===== src/rtl/approx_mult_seq_pkg.sv =====
// Shared types and elaboration helpers for the sequential approximate multiplier.
package approx_mult_seq_pkg;

  typedef enum logic [2:0] {
    StIdle,
    StLoad,
    StNorm,
    StMult,
    StDenorm,
    StDone
  } state_e;

  // Width needed to count 0..w shifts.
  function automatic int unsigned cnt_width(int unsigned w);
    return $clog2(w + 1);
  endfunction

  function automatic bit k_legal(int unsigned w, int unsigned k);
    return (k >= 2) && (k <= w);
  endfunction

endpackage


===== src/rtl/approx_mult_seq_if.sv =====
// Start/done request interface between a controller and the multiplier core.
interface approx_mult_seq_if #(
  parameter int unsigned WIDTH = 16
);
  logic                 start;
  logic                 exact;
  logic [WIDTH-1:0]     A;
  logic [WIDTH-1:0]     B;
  logic                 busy;
  logic                 done;
  logic [2*WIDTH-1:0]   out;

  modport master (
    output start, exact, A, B,
    input  busy, done, out
  );

  modport slave (
    input  start, exact, A, B,
    output busy, done, out
  );
endinterface


===== src/rtl/approx_mult_seq_normalizer.sv =====
// Operand register that left-shifts itself until its MSB is set, counting the shifts.
module approx_mult_seq_normalizer #(
  parameter int unsigned WIDTH = 16,
  parameter int unsigned CW    = 5
) (
  input  logic             clk,
  input  logic             rst,
  input  logic             load,
  input  logic [WIDTH-1:0] load_val,
  input  logic             shift,
  output logic [WIDTH-1:0] value,
  output logic [CW-1:0]    count,
  output logic             is_zero,
  output logic             is_norm
);

  logic [WIDTH-1:0] value_q;
  logic [CW-1:0]    count_q;

  always_ff @(posedge clk) begin
    if (rst) begin
      value_q <= '0;
      count_q <= '0;
    end else if (load) begin
      value_q <= load_val;
      count_q <= '0;
    end else if (shift && !value_q[WIDTH-1]) begin
      value_q <= value_q << 1;
      count_q <= count_q + CW'(1);
    end
  end

  assign value   = value_q;
  assign count   = count_q;
  assign is_zero = (value_q == '0);
  assign is_norm = value_q[WIDTH-1];

endmodule


===== src/rtl/approx_mult_seq.sv =====
// Sequential unsigned multiplier: normalise, Keff-cycle shift-add on the top Keff bits,
// then denormalise into a 2*WIDTH result.
module approx_mult_seq
  import approx_mult_seq_pkg::*;
#(
  parameter int unsigned WIDTH = 16,
  parameter int unsigned K     = 8
) (
  input logic              clk,
  input logic              rst,
  approx_mult_seq_if.slave bus
);

  localparam int unsigned CW   = cnt_width(WIDTH);
  localparam int unsigned PW   = 2 * WIDTH;
  localparam int unsigned Drop = WIDTH - K;
  localparam logic [CW-1:0] KExactM1  = CW'(WIDTH - 1);
  localparam logic [CW-1:0] KApproxM1 = CW'(K - 1);

  if (!k_legal(WIDTH, K)) begin : gen_k_check
    $error("approx_mult_seq: K must lie in 2..WIDTH");
  end

  state_e           state;
  logic             busy_q;
  logic             done_q;
  logic [PW-1:0]    out_q;
  logic             mode_q;
  logic [PW-1:0]    acc_q;
  logic [PW-1:0]    mcand_q;
  logic [WIDTH-1:0] mplier_q;
  logic [CW-1:0]    step_q;

  logic             norm_load;
  logic             norm_shift;
  logic [WIDTH-1:0] a_val, b_val;
  logic [CW-1:0]    a_cnt, b_cnt;
  logic             a_zero, b_zero, a_norm, b_norm;

  logic [WIDTH-1:0] at, bt;
  logic [CW-1:0]    keff_m1;
  logic [CW:0]      cnt_sum;
  logic [PW-1:0]    scaled;
  logic [PW-1:0]    denorm;

  // Operands are captured in the start cycle so the requester may change A/B afterwards.
  assign norm_load  = (state == StIdle) && bus.start;
  assign norm_shift = (state == StNorm) && !(a_zero || b_zero);

  approx_mult_seq_normalizer #(
    .WIDTH (WIDTH),
    .CW    (CW)
  ) u_norm_a (
    .clk      (clk),
    .rst      (rst),
    .load     (norm_load),
    .load_val (bus.A),
    .shift    (norm_shift),
    .value    (a_val),
    .count    (a_cnt),
    .is_zero  (a_zero),
    .is_norm  (a_norm)
  );

  approx_mult_seq_normalizer #(
    .WIDTH (WIDTH),
    .CW    (CW)
  ) u_norm_b (
    .clk      (clk),
    .rst      (rst),
    .load     (norm_load),
    .load_val (bus.B),
    .shift    (norm_shift),
    .value    (b_val),
    .count    (b_cnt),
    .is_zero  (b_zero),
    .is_norm  (b_norm)
  );

  assign at      = mode_q ? a_val : (a_val >> Drop);
  assign bt      = mode_q ? b_val : (b_val >> Drop);
  assign keff_m1 = mode_q ? KExactM1 : KApproxM1;

  always_comb begin
    cnt_sum = {1'b0, a_cnt} + {1'b0, b_cnt};
    scaled  = mode_q ? acc_q : (acc_q << (2 * Drop));
    denorm  = scaled >> cnt_sum;
  end

  always_ff @(posedge clk) begin
    if (rst) begin
      state    <= StIdle;
      busy_q   <= 1'b0;
      done_q   <= 1'b0;
      out_q    <= '0;
      mode_q   <= 1'b0;
      acc_q    <= '0;
      mcand_q  <= '0;
      mplier_q <= '0;
      step_q   <= '0;
    end else begin
      unique case (state)
        StIdle: begin
          done_q <= 1'b0;
          if (bus.start) begin
            state  <= StLoad;
            busy_q <= 1'b1;
            mode_q <= bus.exact;
          end
        end
        StLoad: begin
          acc_q  <= '0;
          step_q <= '0;
          state  <= StNorm;
        end
        StNorm: begin
          if (a_zero || b_zero) begin
            out_q  <= '0;
            done_q <= 1'b1;
            state  <= StDone;
          end else if (a_norm && b_norm) begin
            mcand_q  <= PW'(at);
            mplier_q <= bt;
            acc_q    <= '0;
            step_q   <= '0;
            state    <= StMult;
          end
        end
        StMult: begin
          if (mplier_q[0]) acc_q <= acc_q + mcand_q;
          mcand_q  <= mcand_q << 1;
          mplier_q <= mplier_q >> 1;
          step_q   <= step_q + CW'(1);
          if (step_q == keff_m1) state <= StDenorm;
        end
        StDenorm: begin
          out_q  <= denorm;
          done_q <= 1'b1;
          state  <= StDone;
        end
        StDone: begin
          done_q <= 1'b0;
          busy_q <= 1'b0;
          state  <= StIdle;
        end
        default: state <= StIdle;
      endcase
    end
  end

  assign bus.busy = busy_q;
  assign bus.done = done_q;
  assign bus.out  = out_q;

endmodule


===== src/flat_wrapper.sv =====
// flat-port wrapper written by rule: the top's interface ports become plain ports
module approx_mult_seq_flat import approx_mult_seq_pkg::*;
#(
  parameter int unsigned WIDTH = 16,
  parameter int unsigned K     = 8
)
  (clk, rst, bus_start, bus_exact, bus_A, bus_B, bus_busy, bus_done, bus_out);
  approx_mult_seq_if #(.WIDTH(WIDTH)) bus_i ();
  input logic clk;
  input logic rst;
  input wire logic [$bits(bus_i.start)-1:0] bus_start;
  input wire logic [$bits(bus_i.exact)-1:0] bus_exact;
  input wire logic [$bits(bus_i.A)-1:0] bus_A;
  input wire logic [$bits(bus_i.B)-1:0] bus_B;
  output wire logic [$bits(bus_i.busy)-1:0] bus_busy;
  output wire logic [$bits(bus_i.done)-1:0] bus_done;
  output wire logic [$bits(bus_i.out)-1:0] bus_out;
  assign bus_i.start = bus_start;
  assign bus_i.exact = bus_exact;
  assign bus_i.A = bus_A;
  assign bus_i.B = bus_B;
  assign bus_busy = bus_i.busy;
  assign bus_done = bus_i.done;
  assign bus_out = bus_i.out;
  approx_mult_seq #(.WIDTH(WIDTH), .K(K)) u_core (.clk(clk), .rst(rst), .bus(bus_i));
endmodule

===== config.mk =====
export PLATFORM = sky130hd
export DESIGN_NAME = approx_mult_seq_flat
export DESIGN_NICKNAME = d
export VERILOG_FILES = /design/src/rtl/approx_mult_seq_pkg.sv /design/src/rtl/approx_mult_seq_if.sv /design/src/rtl/approx_mult_seq_normalizer.sv /design/src/rtl/approx_mult_seq.sv /design/src/flat_wrapper.sv
export SDC_FILE = /design/constraint.sdc
export NUM_CORES = 1
export LEC_CHECK = 0
export BUFFER_PORTS_ARGS = -buffer_cell sky130_fd_sc_hd__buf_2
export CAP_MARGIN = 20
export CORE_AREA = 2 2 151 153
export CTS_BUF_LIST = sky130_fd_sc_hd__clkbuf_2
export DETAILED_ROUTE_END_ITERATION = 6
export DIE_AREA = 0 0 153 155
export PLACE_DENSITY = 0.67
export REMOVE_ABC_BUFFERS = 1
export SLEW_MARGIN = 20
export SYNTH_ARGS = -nofsm -noshare
export SYNTH_HDL_FRONTEND = slang
export SYNTH_SLANG_ARGS = --single-unit

===== constraint.sdc =====
create_clock -name clk -period 2.61 [get_ports clk]
set_input_delay 0.3915 -clock clk [delete_from_list [all_inputs] [get_ports clk]]
set_output_delay 0.3915 -clock clk [all_outputs]
set_load 0.01 [all_outputs]

**After elaboration in Yosys (flattened, before gate mapping)**

Index checks and enable logic that the tools add are counted.

- Memory bits (read-only): 0
- Latch bits: 0
- Input bits: 36
- Word-level logic and storage cells: 93
- Memories kept: 0
- Bits in registers: 165
- Bits in writable memories: 0
- Output and inout port bits: 34

- Reduce and logical (&&, ||, !) cells: 29
- Equality and inequality tests: 13
- $mul: 0
- Add/subtract/negate cells: 5
- Shift-type cells: 1
- Div/mod/pow operators: 0
- Order comparisons: 0
- Bitwise logic cells: 0
- Muxes and demuxes: 32

Operators by type and width:

| cell | number |
|---|---|
| $mux 32 | 7 |
| $mux 16 | 8 |
| $pmux 32 s2 | 2 |
| $pmux 32 s3 | 1 |
| $add 32x32->32 | 1 |
| $logic_not 16->1 | 2 |
| $pmux 16 s2 | 1 |
| $shr 32x6->32 | 1 |
| $add 5x1->5 const B | 3 |
| $pmux 3 s5 | 1 |
| $pmux 5 s3 | 1 |
| $mux 3 | 4 |
| $mux 5 | 2 |
| $reduce_bool 2->1 | 5 |
| $reduce_and 3->1 | 3 |
| $ne 2x2->1 const B | 4 |
| $reduce_and 2->1 | 4 |
| $add 5x5->6 | 1 |
| $eq 3x2->1 const B | 2 |
| $eq 3x3->1 const B | 2 |
| $reduce_bool 3->1 | 2 |
| $eq 5x5->1 | 1 |
| $logic_and 1x1->1 | 5 |
| $mux 4 | 1 |
| other kinds (11) | 16 |

**Depth between registers and ports, before layout**

Gate-level depths: netlist of the first run.

- Depth in word-level cells: 7
- Mapped depth: 14
- Gate-level depth less buffers: 12

**Modules after synthesis**

Synthesis of the first run repeated with hierarchy kept, for this count alone.

- Cell total of the unflattened synthesis: 1251
- Area, all modules: 10271.1 µm²

Modules (own cells, without submodules):

| module | area an instance (µm²) | instances | cells an instance | sequential area each (µm²) |
|---|---|---|---|---|
| approx_mult_seq | 8086.5 | 1 | 1019 | 2462.4 |
| approx_mult_seq_normalizer | 1092.3 | 2 | 116 | 420.4 |

**Worst setup path before layout of the first run**

OpenSTA, ideal clock, no wires.

- Path type: register -> register
- Start point: register u_core.u_norm_b.count_q[0], in the netlist u_core.u_norm_b.count[0]
- End point: register u_core.out_q[3], in the netlist u_core.bus.out[3]
- Buffers on the path: 0
- Clock period less this slack: 2779 ps
- Cell stages (with the launch flop): 11
- Required time: 2482 ps
- Slack: -169 ps
- Arrival: 2651 ps
- Library setup time: 128 ps
- Path through: dfxtp_1 > ha_1 > inv_1 > fa_1 > xnor2_1 > mux4_2 > and3_1 > a311oi_1 > a21oi_1 > a222oi_1 > nor2_1

- Word-level cells in the longest chain between the ends: 3

RTL lines:

| element | line | RTL |
|---|---|---|
| start: declaration | approx_mult_seq_normalizer.sv:18 | `logic [CW-1:0] count_q;` |
| start signal: assignment | approx_mult_seq_normalizer.sv:29 | `count_q <= count_q + CW'(1);` |
| $add 5x5->6 | approx_mult_seq.sv:85 | `cnt_sum = {1'b0, a_cnt} + {1'b0, b_cnt};` |
| $shr 32x6->32 | approx_mult_seq.sv:87 | `denorm = scaled >> cnt_sum;` |
| $pmux 32 s2 | approx_mult_seq.sv:102 | `unique case (state)` |
| end signal: assignment | approx_mult_seq.sv:137 | `out_q <= denorm;` |
| end: declaration | approx_mult_seq.sv:27 | `logic [PW-1:0] out_q;` |

No other way between the ends.
A chain may end at the register's enable or synchronous reset.

**Worst setup path after layout of the first run**

- Start point: register u_core.u_norm_b.count_q[0], in the netlist u_core.u_norm_b.count[0]
- End point: register u_core.out_q[2], in the netlist u_core.bus.out[2]

Same word-level chain as after synthesis.

==> results_dict.tcl, run 1 <==
set metrics [dict create \
    drive_gt1_share_pct 26.06 \
    report.final.slew_viol_count 0 \
    violations "setup timing" \
    reg2reg_slack_ps -7 \
    drc 0 \
    timing.rr.end "u_core.bus.out[2]" \
    startpoint "u_core.u_norm_b.count[0]" \
    fmax_mhz 382.1 \
    fin_ws_ps -7.369 \
    htree_levels 4 \
    outcome "finished with violations" \
    cts_buffer_depth 2 \
    async_flop_share_pct 0 \
    grt_max_degree 60 \
    cellPowerDensity_nw_per_um2 579.6 \
    yosysSeqAreaShare_pct 33.54 \
    place.gp.congestion 0.9057 \
    dp_slack_ps -189.1 \
    tightest_slew_ps 702.9 \
    clk_pin_slew_worst_paths_ps 300 \
    cts_root_buffer "clkbuf_2" \
    rsz0062_at_grt "yes" \
    wl_um 28440 \
    cp_data_arrival_time_ps 3330 \
    dp_hpwl_um 19770 \
    synth_edf_count 0 \
    syn_avg_cell_area_sq_um 8.046 \
    cts_sinks 165 \
    ys_warn_count 0 \
    end_kind "flop" \
    finalSetupViolCount 1 \
    ir_drop_uv 382.5 \
    slew_headroom_pct 52.93 \
    worst-setup-path-type "flop to flop" \
    hold_viol 0 \
    io_pins 70 \
    fin_crit_sh_pct 100.3 \
    crit_path_start_kind "flop" \
    max_cap_viol_count 0 \
    synth_area_sq_um 9848 \
    clk_latency_ps 800 \
    layout.cells.non_filler 1706 \
    cts_tree "done" \
    viasPerCell 5.785 \
    dp_cells 1628 \
    track_usage_pct 22.97 \
    numCtsBuffers 17 \
    total_leakage_power_uw 0.004967 \
    hold_path_class "primary input to flop" \
    start_util_pct 44.31 \
    grt_pass1_wl_um 45570 \
    via_count 9870 \
    crit_required_ps 3320 \
    rows 55 \
    grt_overflow_total 0 \
    core_area_sq_um 22230 \
    skew_ps 65.26 \
    final_antenna_net_count 0 \
    drt-initial-drc-count 891 \
    fin_nets 1484 \
    ys.flop_type "dfxtp_1" \
    grt_antenna_before_repair 1 \
    area_growth_pct 26.63 \
    wl_per_cell_um 16.67 \
    cp_max_fo 3 \
    layout_min_cycle_time_ps 2617 \
    synth.distinct_cells 75 \
    grt_pass1_vias 9170 \
    portBuffers 69 \
    drt_first_pass_iters 6 \
    die_x_um 153 \
    rr_worst_depth 12 \
    die-area_sq_um 23720 \
    synth-seq-cells 165 \
    crit_end "u_core.bus.out[2]" \
    die_h_um 155 \
    rr_startpoint "u_core.u_norm_b.count[0]" \
    syn_inst 1224 \
]
-- cell usage after synthesis, drive strengths merged, types with 10 or more instances --
library cell | instances | area (sq um)
nand2 | 175 | 656.9
dfxtp | 165 | 3303
nor2 | 143 | 554.3
a21oi | 83 | 419.2
clkbuf | 70 | 262.8
o21ai | 66 | 330.3
a22oi | 52 | 390.4
mux2i | 41 | 410.4
ha | 39 | 488.0
nand3 | 38 | 190.2
a311oi | 30 | 262.8
o211ai | 28 | 210.2
a21o | 22 | 165.2
buf | 22 | 111.4
xor2 | 20 | 175.2
inv | 18 | 67.56
xnor2 | 17 | 148.9
nor3 | 14 | 75.07
mux4 | 13 | 292.8
nand4 | 13 | 81.33
a222oi | 10 | 100.1
nor4 | 10 | 62.56
-- worst max-delay path, cell delays in order (launching register included) --
cell and delay (ps):
dfxtp_2 420, ha_4 140, inv_2 30, fa_2 400
xor2_4 210, mux4_2 540, nand2_2 80, o31ai_1 60
a32o_2 230, nand2_1 60, o21ai_1 60, a222oi_1 230
nor2_1 80
-- through the flow --
stage	utilization (%)	total power [uW]	cell area, sq um	hold WS [ps]	TNS, ps
2_1_floorplan	-	4556	9474	426.0	-47210
3_3_place_gp	51.00	5515	11340	442.8	-451.8
3_5_place_dp	51.00	5553	11340	446.4	-1594
4_1_cts	54.33	7177	12080	321.6	-20.07
5_1_grt	56.10	7626	12470	338.4	-1399
6_report	56.10	7228	12470	387.5	-7.369
-- cells by family after synthesis --
family	after synthesis	synth area share [%]
compound gates	366	25.45
xor+xnor	37	3.291
fa+ha+maj	41	5.361
buf+inv	111	4.523
flops	165	33.54
mux	62	8.055
simple gates	442	19.78
-- sequential cells by signal, indices dropped and copies added (netlist names) --
register / cells
u_core.step_q: 5
u_core.mplier_q: 16
u_core.u_norm_a.count: 5
u_core.u_norm_b.count: 5
u_core.mcand_q: 32
u_core.mode_q: 1
u_core.state: 3
u_core.u_norm_a.value: 16
u_core.u_norm_b.value: 16
u_core.acc_q: 32
u_core.bus.busy: 1
u_core.bus.done: 1
u_core.bus.out: 32
-- layout by cell type (no fill, tap or decap), drive strengths merged, types with 9 or more instances in the layout --
cell type and instances:
mux4 13, o211ai 28, inv 28, nor4 10, a21o 22, mux2i 41
nor2 143, a311oi 30, nor2b 9, o21ai 66, nand2 175, a211oi 9
xor2 20, xnor2 17, clkbuf 17, a21oi 83, ha 39, nand3 38
nand4 13, dlygate4sd3 35, a31oi 9, a22oi 52, buf 221, dfxtp 165
nor3 14, a222oi 10
-- worst min path at each step --
| stage | from | end | slack (ps) | cells after the start |
|---|---|---|---|---|
| after CTS | bus_A[0] | u_core.u_norm_a.value[0] | 320 | 4 |
| after global placement | u_core.mplier_q[2] | u_core.mplier_q[2] | 440 | 2 |
| after detailed placement | u_core.mplier_q[4] | u_core.mplier_q[4] | 450 | 2 |
| after floorplan | u_core.mplier_q[15] | u_core.mplier_q[15] | 430 | 2 |
| final | bus_A[0] | u_core.u_norm_a.value[0] | 390 | 4 |
| after global routing | bus_A[0] | u_core.u_norm_a.value[0] | 340 | 4 |
-- power by group --
part           internal, uW  total [uW]  switching (uW)
registers              2800        3120             325
clock network           490        1580            1080
logic                  1060        2530            1470
-- layout make-up --
cell class / instances / area [sq um]
fillers: 2083 / 9757
multi-input cells: 948 / 6496
flip-flops and latches: 165 / 3336
repair buffers: 256 / 1937
well taps: 285 / 356.6
clock inverters: 15 / 182.7
clock buffers: 17 / 85.08
inverters: 19 / 75.07
diodes: 1 / 2.502
-- layer usage --
layer  vias to the layer above  routed length (um)  track usage [%]
li1                       4861                   -                -
met1                      4726               13000            30.97
met3                        39                1344            3.482
met2                       244               13580            38.42
met5                         -                   0                0
met4                         0                 519            6.526
-- repair_timing --
| item | in CTS | in global routing |
|---|---|---|
| hold buffers | 35 | 0 |
| setup endpoints to repair | 35 | 40 |
| gates resized for setup | 22 | 82 |
| cloned | 0 | 0 |
| pin swaps | 7 | 31 |
| buffers inserted | 1 | 9 |
| endpoints found under the hold margin | 48 | 0 |
Note: power is estimated with default switching activity, not from simulation.
==> inputs of run 2 (changes only) <==
Settings changed: BUFFER_PORTS_ARGS -buffer_cell sky130_fd_sc_hd__buf_2 to default, DONT_BUFFER_PORTS from default to 1, PLACE_DENSITY 0.67 to 0.65.
==> run 2 against run 1 <==
The run ends with DRC, hold timing, setup timing left. Critical path type unchanged. Fmax fell by 0.91%. Sequential share of layout area rose by 0.067 points. Clock power fell by 7%. Largest cell class unchanged. Setup slack got worse by 24 ps. First-iteration DRC count fell by 8.5%. Global-route usage fell by 0.31 points.
==> results_dict.tcl, run 2 (synthesis results as in run 1) <==
set metrics [dict create \
    final_cell_mix "nand2_1, nor2_1, dfxtp_1" \
    grt_overflow_total 0 \
    hold_viol 79 \
    rsz0062_at_grt "yes" \
    cpLargestDelayFamily "compound AO/OA/AOI/OAI gates" \
    core_area_sq_um 22230 \
    critical_path_depth 14 \
    tightest_slew_ps 643.1 \
    crit_buf_inv 3 \
    fin_nets 1446 \
    cp_slowest_cell "dfxtp_2" \
    grt_antenna_before_repair 1 \
    rr_startpoint "u_core.acc_q[0]" \
    drc 1 \
    portBuffers 0 \
    clk_latency_ps 780 \
    cts_tree "done" \
    cts_root_buffer "clkbuf_2" \
    grt_pass1_vias 9134 \
    cts_buffer_depth 2 \
    io_pins 70 \
    final_common_cell "nand2_1" \
    start_util_pct 44.31 \
    die_x_um 153 \
    layout_min_cycle_time_ps 2641 \
    finalSetupViolCount 2 \
    worst-setup-path-type "flop to flop" \
    startpoint "u_core.acc_q[0]" \
    hold_ws_ps -397.3 \
    cp_data_arrival_time_ps 3350 \
    htree_levels 4 \
    crit_path_start_kind "flop" \
    layout.cells.non_filler 1668 \
    path_cells "ha_4, inv_1, fa_2, nor2b_2, o21a_1, o21ai_2, a21oi_2, o211ai_1, buf_4, a21oi_4, buf_6, a221oi_2, xor2_1, o21ai_1" \
    track_usage_pct 22.65 \
    numCtsBuffers 17 \
    cp_max_fo 5 \
    finalPower_uw 7096 \
    fill_cells 1998 \
    wl_um 27780 \
    final_cell_area_sq_um 12460 \
    grt_pass1_wl_um 45200 \
    drive_gt1_share_pct 22.00 \
    rows 55 \
    drt-initial-drc-count 815 \
    end_kind "flop" \
    cts_sinks 165 \
    fin_crit_sh_pct 101.2 \
    place.gp.congestion 0.9203 \
    ir_drop_uv 310.4 \
    timing.rr.end "u_core.acc_q[26]" \
    area_growth_pct 26.50 \
    place_area_sq_um 10870 \
    viasPerCell 5.853 \
    dp_cells 1547 \
    clk_pin_slew_worst_paths_ps 320 \
    total_leakage_power_uw 0.004883 \
    wl_per_cell_um 16.65 \
    max_cap_viol_count 0 \
    final_antenna_net_count 0 \
    grt_max_degree 141 \
    hold_path_class "primary input to flop" \
    die_h_um 155 \
    reg2reg_slack_ps -30 \
    skew_ps 52.73 \
    dp_hpwl_um 18810 \
    drt_first_pass_iters 7 \
    crit_required_ps 3320 \
    cellPowerDensity_nw_per_um2 569.6 \
    max_stage_delay_ps 410 \
    die-area_sq_um 23720 \
    outcome "finished with violations" \
    report.final.slew_viol_count 0 \
    via_count 9763 \
    rr_worst_depth 14 \
    fin_ws_ps -31.28 \
    violations "DRC, hold timing, setup timing" \
    slew_headroom_pct 57.08 \
    crit_end "u_core.acc_q[26]" \
    fmax_mhz 378.6 \
]
run 2: cell types whose count changed in the layout (fill, tap and decap cells not counted), sizes merged:
cell and change:
clkinv +1, clkinvlp -1, buf -75, dlygate4sd3 +36, inv +2, clkbuf +1
bufinv -2
run 2: per-stage QoR:
| step | util, % | worst slack (ps) | TNS (ps) |
|---|---|---|---|
| final | 56.05 | -31.28 | -35.58 |
| after detailed placement | 48.92 | -128.4 | -838.6 |
| after global placement | 48.92 | -62.45 | -266.3 |
| after CTS | 53.61 | -12.80 | -27.94 |
| after floorplan | - | -1239 | -47210 |
| after global routing | 56.05 | -177.4 | -1616 |
run 2: where the power goes:
group	internal, uW	leakage, uW	switching (uW)
Clock	340	0.000155	1140
Combinational	1070	0.00338	1400
Sequential	2810	0.00135	339
run 2: worst reg2reg max path, stage by stage (launching register included):
cell      delay, ps
dfxtp_2         410
ha_4            150
inv_1            60
fa_2            200
nor2b_2          50
o21a_1          180
o21ai_2         180
a21oi_2         100
o211ai_1        310
buf_4           190
a21oi_4          50
buf_6           160
a221oi_2        280
xor2_1          180
o21ai_1          80
run 2: worst min path at each step:
stage	slack, ps	from	end	cells after the start
floorplan	430	u_core.mplier_q[15]	u_core.mplier_q[15]	2
global placement	440	u_core.mplier_q[6]	u_core.mplier_q[6]	2
detailed placement	440	u_core.mplier_q[5]	u_core.mplier_q[5]	2
CTS	-460	rst	u_core.u_norm_b.value[5]	1
global route	-470	rst	u_core.u_norm_b.value[5]	1
finish	-400	rst	u_core.u_norm_b.value[6]	1
run 2: cell type report:
class                           count  area, sq um  share of cell area, %
Inverter                           19        75.07                 0.6026
Timing Repair Buffer              218         1912                  15.35
Clock buffer                       17        85.08                 0.6829
Clock inverter                     15        168.9                  1.356
Sequential cell                   165         3341                  26.82
Tap cell                          285        356.6                  2.862
Antenna cell                        1        2.502                0.02009
Multi-Input combinational cell    948         6518                  52.31
run 2: timing repair:
item                                   CTS  global route
gates resized for setup                 20            94
gates cloned                             0             2
endpoints found under the hold margin  163            81
setup endpoints to repair               27            79
pin swaps                                7            30
buffers inserted                         1            14
hold buffers                            70             1
run 2: routing by layer:
metal / share of wire [%] / GRT usage (%) / vias up
met5: 0 / 0 / -
met4: 1.7 / 6.305 / 0
met3: 4.5 / 3.510 / 35
met2: 48 / 38.42 / 243
met1: 46 / 30.10 / 4695
li1: - / - / 4790
